`src/rtl/mem_port_arbiter.sv`:
```
// Shared single-port memory arbiter between instruction fetch and data access.
// Data wins ties; a streak counter forces a fetch grant. Optional macro: ARB_TIMEOUT_EN.
module mem_port_arbiter #(
    parameter int ADDR_W     = 64,
    parameter int DATA_W     = 64,
    parameter int STARVE_MAX = 4,
    parameter int TIMEOUT    = 255
) (
    input  logic              clk,
    input  logic              reset,
    input  logic              if_req,
    input  logic [ADDR_W-1:0] if_addr,
    output logic [31:0]       if_rdata,
    output logic              if_done,
    output logic              if_stall,
    input  logic              dm_req,
    input  logic              dm_we,
    input  logic [ADDR_W-1:0] dm_addr,
    input  logic [DATA_W-1:0] dm_wdata,
    input  logic [3:0]        dm_size,
    output logic [DATA_W-1:0] dm_rdata,
    output logic              dm_done,
    output logic              dm_stall,
    output logic              mem_req,
    output logic              mem_we,
    output logic [ADDR_W-1:0] mem_addr,
    output logic [DATA_W-1:0] mem_wdata,
    output logic [3:0]        mem_size,
    input  logic              mem_ack,
    input  logic [DATA_W-1:0] mem_rdata,
    output logic              err
);

    typedef enum logic [1:0] {IDLE, BUSY, DONE} state_t;

    localparam logic [3:0] STARVE_LIM = 4'(STARVE_MAX);

    state_t            state_q, state_d;
    logic              owner_q, owner_d;   // 1 = data requester owns the port
    logic [3:0]        streak_q, streak_d;
    logic              mem_req_q, mem_req_d;
    logic              mem_we_q, mem_we_d;
    logic [ADDR_W-1:0] mem_addr_q, mem_addr_d;
    logic [DATA_W-1:0] mem_wdata_q, mem_wdata_d;
    logic [3:0]        mem_size_q, mem_size_d;
    logic [31:0]       if_rdata_q, if_rdata_d;
    logic [DATA_W-1:0] dm_rdata_q, dm_rdata_d;
    logic              if_done_q, if_done_d;
    logic              dm_done_q, dm_done_d;
    logic              grant_dm, grant_if;
    logic              timeout_hit;

`ifdef ARB_TIMEOUT_EN
    localparam logic [7:0] TO_LIM = 8'(TIMEOUT);
    logic [7:0] wait_q, wait_d;
    logic       err_q, err_d;
    // ack in the final wait cycle takes precedence over the abort
    assign timeout_hit = (state_q == BUSY) && !mem_ack && (wait_q + 8'd1 == TO_LIM);
    assign err         = err_q;
`else
    assign timeout_hit = 1'b0;
    assign err         = 1'b0;
`endif

    assign grant_dm = dm_req && (!if_req || streak_q != STARVE_LIM);
    assign grant_if = if_req && !grant_dm;

    always_comb begin
        state_d     = state_q;
        owner_d     = owner_q;
        streak_d    = streak_q;
        mem_req_d   = mem_req_q;
        mem_we_d    = mem_we_q;
        mem_addr_d  = mem_addr_q;
        mem_wdata_d = mem_wdata_q;
        mem_size_d  = mem_size_q;
        if_rdata_d  = if_rdata_q;
        dm_rdata_d  = dm_rdata_q;
        if_done_d   = if_done_q;
        dm_done_d   = dm_done_q;
`ifdef ARB_TIMEOUT_EN
        wait_d      = wait_q;
        err_d       = err_q;
`endif
        case (state_q)
            IDLE: begin
                if (grant_dm || grant_if) begin
                    state_d   = BUSY;
                    owner_d   = grant_dm;
                    mem_req_d = 1'b1;
`ifdef ARB_TIMEOUT_EN
                    wait_d    = 8'd0;
`endif
                    if (grant_dm) begin
                        mem_we_d    = dm_we;
                        mem_addr_d  = dm_addr;
                        mem_wdata_d = dm_wdata;
                        mem_size_d  = dm_size;
                        if (if_req && streak_q != STARVE_LIM)
                            streak_d = streak_q + 4'd1;
                    end else begin
                        mem_we_d    = 1'b0;
                        mem_addr_d  = if_addr;
                        mem_wdata_d = '0;
                        mem_size_d  = 4'd8;
                        streak_d    = 4'd0;
                    end
                end
            end
            BUSY: begin
                if (mem_ack || timeout_hit) begin
                    state_d   = DONE;
                    mem_req_d = 1'b0;
                    if (owner_q) begin
                        dm_done_d  = 1'b1;
                        dm_rdata_d = (mem_ack && !mem_we_q) ? mem_rdata : '0;
                    end else begin
                        if_done_d  = 1'b1;
                        if_rdata_d = !mem_ack ? 32'd0 :
                                     (if_addr[2] ? mem_rdata[63:32] : mem_rdata[31:0]);
                    end
`ifdef ARB_TIMEOUT_EN
                    err_d = !mem_ack;
                end else begin
                    wait_d = wait_q + 8'd1;
`endif
                end
            end
            DONE: begin
                state_d   = IDLE;
                if_done_d = 1'b0;
                dm_done_d = 1'b0;
`ifdef ARB_TIMEOUT_EN
                err_d     = 1'b0;
`endif
            end
            default: state_d = IDLE;
        endcase
    end

    always_ff @(posedge clk or negedge reset) begin
        if (!reset) begin
            state_q     <= IDLE;
            owner_q     <= 1'b0;
            streak_q    <= 4'd0;
            mem_req_q   <= 1'b0;
            mem_we_q    <= 1'b0;
            mem_addr_q  <= '0;
            mem_wdata_q <= '0;
            mem_size_q  <= 4'd0;
            if_rdata_q  <= 32'd0;
            dm_rdata_q  <= '0;
            if_done_q   <= 1'b0;
            dm_done_q   <= 1'b0;
`ifdef ARB_TIMEOUT_EN
            wait_q      <= 8'd0;
            err_q       <= 1'b0;
`endif
        end else begin
            state_q     <= state_d;
            owner_q     <= owner_d;
            streak_q    <= streak_d;
            mem_req_q   <= mem_req_d;
            mem_we_q    <= mem_we_d;
            mem_addr_q  <= mem_addr_d;
            mem_wdata_q <= mem_wdata_d;
            mem_size_q  <= mem_size_d;
            if_rdata_q  <= if_rdata_d;
            dm_rdata_q  <= dm_rdata_d;
            if_done_q   <= if_done_d;
            dm_done_q   <= dm_done_d;
`ifdef ARB_TIMEOUT_EN
            wait_q      <= wait_d;
            err_q       <= err_d;
`endif
        end
    end

    assign mem_req   = mem_req_q;
    assign mem_we    = mem_we_q;
    assign mem_addr  = mem_addr_q;
    assign mem_wdata = mem_wdata_q;
    assign mem_size  = mem_size_q;
    assign if_rdata  = if_rdata_q;
    assign dm_rdata  = dm_rdata_q;
    assign if_done   = if_done_q;
    assign dm_done   = dm_done_q;
    assign if_stall  = if_req & ~if_done_q;
    assign dm_stall  = dm_req & ~dm_done_q;

endmodule

```
`config.mk`:
```
export PLATFORM = sky130hd
export DESIGN_NAME = mem_port_arbiter
export DESIGN_NICKNAME = d
export VERILOG_FILES = /design/src/rtl/mem_port_arbiter.sv
export SDC_FILE = /design/constraint.sdc
export NUM_CORES = 1
export LEC_CHECK = 0
export CORE_AREA = 3 3 193 195
export DETAILED_ROUTE_END_ITERATION = 12
export DIE_AREA = 0 0 196 198
export GPL_TIMING_DRIVEN = 0
export SYNTH_ARGS = -nofsm -noshare
export SYNTH_HDL_FRONTEND = slang
export SYNTH_SLANG_ARGS = --single-unit
```
`constraint.sdc`:
```
create_clock -name clk -period 3.01 [get_ports clk]
set_input_delay 0.4515 -clock clk [delete_from_list [all_inputs] [get_ports clk]]
set_output_delay 0.4515 -clock clk [all_outputs]
set_load 0.1 [all_outputs]
```
==> flow_summary.yaml <==
outcome:
  outcome: "completed"
timing:
  maxSlewHeadroom_pct: 27.0
  finalHoldViolCount: 0
  worst_slew_pin_slew_ns: 1.09
  fin_ws_ns: 0.114
  finClkSkew_ns: 0.0187
  fmax_mhz: 345
  final.setup.tns_ns: 0
  period_share_pct: 96.2
  rsz0062_at_grt: "false"
  setup_viol: 0
  slew_violations: 0
  final.min_clock_period_ns: 2.90
clock_tree:
  cts_buffer_depth: 3
  clkTransAtPathRegs_ns: 0.06
  worstSkewPairLatency_ns: 0.56
  cts_tree: "built"
  cts_made_buffers: 28
  postCtsSetupRepairBufs: 0
  cts_sinks: 239
  ctsHtreeMaxLevel: 1
  root_buffer: "clkbuf_16"
setup_path:
  critPathMaxStageDelay_ns: 1.19
  cp.arrival_ns: 2.44
  start_kind: "input port"
  r2r_cells: 5
  crit_path_max_fanout: 10
  r2r_end: "mem_addr[14]$_DFFE_PN0P_"
  path_cells: "buf_2 > clkbuf_1 > nor2b_1 > clkdlybuf4s50_1"
  crit_start: "dm_req"
  cp.required_ns: 2.56
  cp-endpoint: "dm_stall"
  rrSetupSlack_ns: 1.01
  slowest_stage: "clkdlybuf4s50_1"
  path_class: "in2out"
  crit_path_end_kind: "primary output"
  reg2reg_from: "state_q[0]$_DFFE_PN0P_"
placed_design:
  place_ws_ns: -0.0295
  dp_hpwl_mm: 32.3
  io_buffers: 497
  gp_congestion: 0.862
floorplan:
  core_sq_um: 35600
  dieArea_sq_um: 38800
  die_w_um: 196
  io_pins: 501
  die_height_um: 198
  fp-row-count: 69
  start_util_pct: 29.8
grt:
  overflow: 0
  grt_usage_pct: 21.0
  grt_pass1_wl_mm: 64.0
  first_global_vias: 10500
  antenna_found_initial: 1
  grt_max_degree: 110
logic_synthesis:
  synth_nets: 1265
  synth.distinct_cells: 33
  synth_warnings: 0
  ys_ff_latch: 239
  syn_avg_cell_area_sq_um: 10.6
  yosysSeqAreaShare_pct: 56.4
  netlist_instances: 997
  netlist_area_sq_um: 10600
flow_run:
  maxCapViolCount: 0
cells_and_area:
  multi_input_area_sq_um: 3870
  drive_above_1_share_pct: 10.1
  layout_common_cells: "clkdlybuf4s50_1, dfrtp_1, nand2_1"
  fillers: 3383
  area_growth_pct: 61.9
  nets: 1795
  final_common_cell: "clkdlybuf4s50_1"
  ff_latch_area_sq_um: 5980
routing:
  avgRoutedWirePerCell_um: 21.1
  drc: 0
  drt-pass1-iter-count: 4
  postRouteAntennaNets: 0
  viasPerCell: 4.93
  vias: 9912
  routed_wl_mm: 42.3
  drtIter0Drc: 433
worst_hold_path:
  hold_class: "in2reg"
state kept, by name, summed over array words and instances (netlist names):
signal / cells
dm_rdata: 64
mem_addr: 64
mem_wdata: 64
if_rdata: 32
mem_size: 4
streak_q: 4
state_q: 2
dm_done: 1
if_done: 1
mem_req: 1
mem_we: 1
owner_q: 1
per-layer routing:
layer	vias up	global-route usage, %	wire, um
li1	4619	-	-
met3	84	4.49	2750
met5	-	0	0
met1	4840	27.1	17500
met4	0	7.53	1650
met2	369	35.1	20400
per-stage QoR:
step                      hold WS (ns)  utilization (%)  instance area, sq um  instances
final                            0.347             48.3                 17200       2010
after global routing             0.342             48.3                 17200       2010
after CTS                        0.314             48.3                 17200       2009
after detailed placement         0.346             45.6                 16200       1957
after global placement           0.463             45.4                 16200       1955
after floorplan                  0.156                -                 10600        997
layout make-up:
class / instances / area share, %
inverter: 69 / 1.51
clock inverter: 11 / 0.824
buffer: 98 / 2.89
antenna: 1 / 0.0146
multi-input combinational: 591 / 22.6
clock buffer: 40 / 4.64
tap: 461 / 3.36
sequential: 239 / 34.8
timing repair buffer: 500 / 29.4
Yosys cell counts:
master	instances	area share [%]
clkbuf_1	36	1.3
a21o_1	2	0.14
or2_1	1	0.059
nand2_1	135	4.8
buf_6	7	0.74
a2bb2oi_1	1	0.083
conb_1	1	0.035
and2_4	1	0.083
dfrtp_1	239	56
o22ai_1	1	0.059
a22o_1	69	5.7
nand4b_1	2	0.17
mux2i_1	33	3.1
nand4_1	65	3.8
buf_1	5	0.18
buf_4	5	0.35
nor4b_1	1	0.083
o21ai_0	69	3.3
nand3_1	66	3.1
ha_1	2	0.24
nor2b_1	4	0.24
nand2b_1	4	0.24
or3b_1	1	0.083
a21oi_1	32	1.5
and2_1	1	0.059
inv_1	69	2.4
and3_1	1	0.059
nor2_1	33	1.2
and4bb_1	1	0.12
nor2_2	1	0.059
o221ai_2	50	7.1
buf_2	45	2.1
o221ai_1	14	1.2
worst min-delay path by stage:
stage / from / to / slack, ns / depth (start not counted)
final: if_addr[2] / if_rdata[1]$_DFFE_PN0P_ / 0.35 / 3
after global routing: if_addr[2] / if_rdata[1]$_DFFE_PN0P_ / 0.34 / 3
after CTS: if_addr[2] / if_rdata[1]$_DFFE_PN0P_ / 0.31 / 3
after detailed placement: reset / mem_addr[28]$_DFFE_PN0P_ / 0.35 / 1
after global placement: dm_rdata[22]$_DFFE_PN0P_ / dm_rdata[22]$_DFFE_PN0P_ / 0.46 / 2
after floorplan: reset / dm_done$_DFFE_PN0P_ / 0.16 / 0
timing repair:
| item | in CTS | in global routing |
|---|---|---|
| hold buffers | 1 | 0 |
| resized for setup | 1 | 0 |
| endpoints found under the hold margin | 38 | 0 |
| setup endpoints to repair | 1 | 0 |
cells by family after synthesis:
kind of cell,Yosys count,share of synthesized area [%]
muxes,33,3.11
DFF,239,56.4
other,1,0.0354
AOI/OAI and AO/OA,238,19.0
adders and majority gates,2,0.236
buffers and inverters,167,7.11
and+or+nand+nor,317,14.1
critical path: cells and delay by family:
family,cells,cell delay (ns)
buf+inv,3,1.80
simple gates,1,0.19
Power is not shown: default switching activity piles up to over one toggle a cycle in this logic, so the estimate is an artifact.
==> patch, RTL diff (config.mk and constraints unchanged) <==
The option `ARB_TIMEOUT_EN` is turned on by a define.
--- a/src/rtl/mem_port_arbiter.sv
+++ b/src/rtl/mem_port_arbiter.sv
@@ -2,2 +2,4 @@
 // Data wins ties; a streak counter forces a fetch grant. Optional macro: ARB_TIMEOUT_EN.
+`define ARB_TIMEOUT_EN
+
 module mem_port_arbiter #(
Function: no difference found for any inputs over 4 cycles, from zero or initial values and one cycle with reset low; that may be too few to reach the edited logic, so the function may still have changed.
==> patch against the unedited design <==
Synthesized cell count increased by 19%. Routed wire length increased by 7.3%. Sequential cell count grew 9. Worst setup slack lost 9.8 ps. Design area rose by 6.4%. Area after synthesis is 9.0% higher. Largest cell class unchanged. Core utilization up 3.1 points. Clock skew is 9.7 ps lower.
Power is left out: the tool's default activity adds up to more than one toggle a clock period on the data nets, which glitch-free logic cannot reach.
==> patch: results (changes against the unedited design) <==
set qor(layout.nets) 1987 ;# +11%
set qor(clock_cell_area_share_pct) 5.793 ;# +0.33 points
set qor(synth.top_cells.by_area) {dfrtp_1, nand2_1, mux2i_1}
set qor(crit-reg2reg-capture) {mem_addr[28]}
set qor(fin_skew_ps) 8.965 ;# -9.710 ps
set qor(timing.critical_path.slowest_cell_delay_ps) 1170 ;# -20 ps
set qor(grt_max_degree) 109 ;# -0.91%
set qor(diodes) 3 ;# +2
set qor(whs_ps) 393.2 ;# +46.53 ps
set qor(synth.distinct_cells) 48 ;# +45%
set qor(n_clock_buffer) 46 ;# +15%
set qor(layout.comb_gates.multi_input) 837 ;# +42%
set qor(timing.final.crit_period_ps) 2906 ;# +9.776 ps
set qor(totalWireLength_um) 45390 ;# +7.3%
set qor(cts_resized) 0 ;# -1
set qor(place.port_buffers) 499 ;# +0.40%
set qor(synthesis.instances) 1182 ;# +19%
set qor(postPlaceCellArea_mm2) 0.01720 ;# +6.0%
set qor(dp_hpwl_um) 34600 ;# +7.3%
set qor(antenna_found_initial) 3 ;# +2
set qor(min_path_type) {in -> async}
set qor(ys_seq_elements) 248 ;# +3.8%
set qor(result_of_the_run) {complete, no violations}
set qor(worst-r2r-cell-count) 8 ;# +3
set qor(number_of_signal_net_inverters_in_the_final_layout) 6 ;# -91%
set qor(drive_gt1_share_pct) 9.242 ;# -0.84 points
set qor(critical_path.max_fanout) 6 ;# -4
set qor(final_weighted_congestion_in_routability_driven_placement) 0.8984 ;# +4.3%
set qor(r2r_setup_slack_ps) 920 ;# -90 ps
set qor(dp_worst_setup_slack_ps) 87.84 ;# +117.3 ps
-- patch: cell types whose count changed after synthesis, sizes merged, moves of 3 or more --
cell    change
buf        -15
nand2     +176
nor3        +4
nand3      -57
o21ai     +172
inv        -63
a22oi      +64
nand4      -63
nand3b      +3
dfrtp       +9
o221ai     -64
a22o       -69
mux2i      +68
clkbuf      +8
-- patch: logic make-up (layout without fill, tap and decap cells) --
group / after synthesis / after routing / share of synthesized area (%)
compound gates: 351 / 351 / 18.57
other cells: 0 / 3 / 0
simple gates: 377 / 377 / 13.41
buf+inv: 97 / 657 / 4.815
fa+ha+maj: 4 / 4 / 0.4328
flops: 248 / 248 / 53.67
xor+xnor: 4 / 4 / 0.3680
mux: 101 / 101 / 8.743
-- patch: metal layers --
layer | track usage, % | wire length (µm) | up-vias
li1 | - | - | 5163
met1 | 28.83 | 18610 | 5300
met2 | 38.03 | 22070 | 394
met3 | 5.836 | 3545 | 52
met4 | 5.625 | 1163 | 0
met5 | 0 | 0 | -
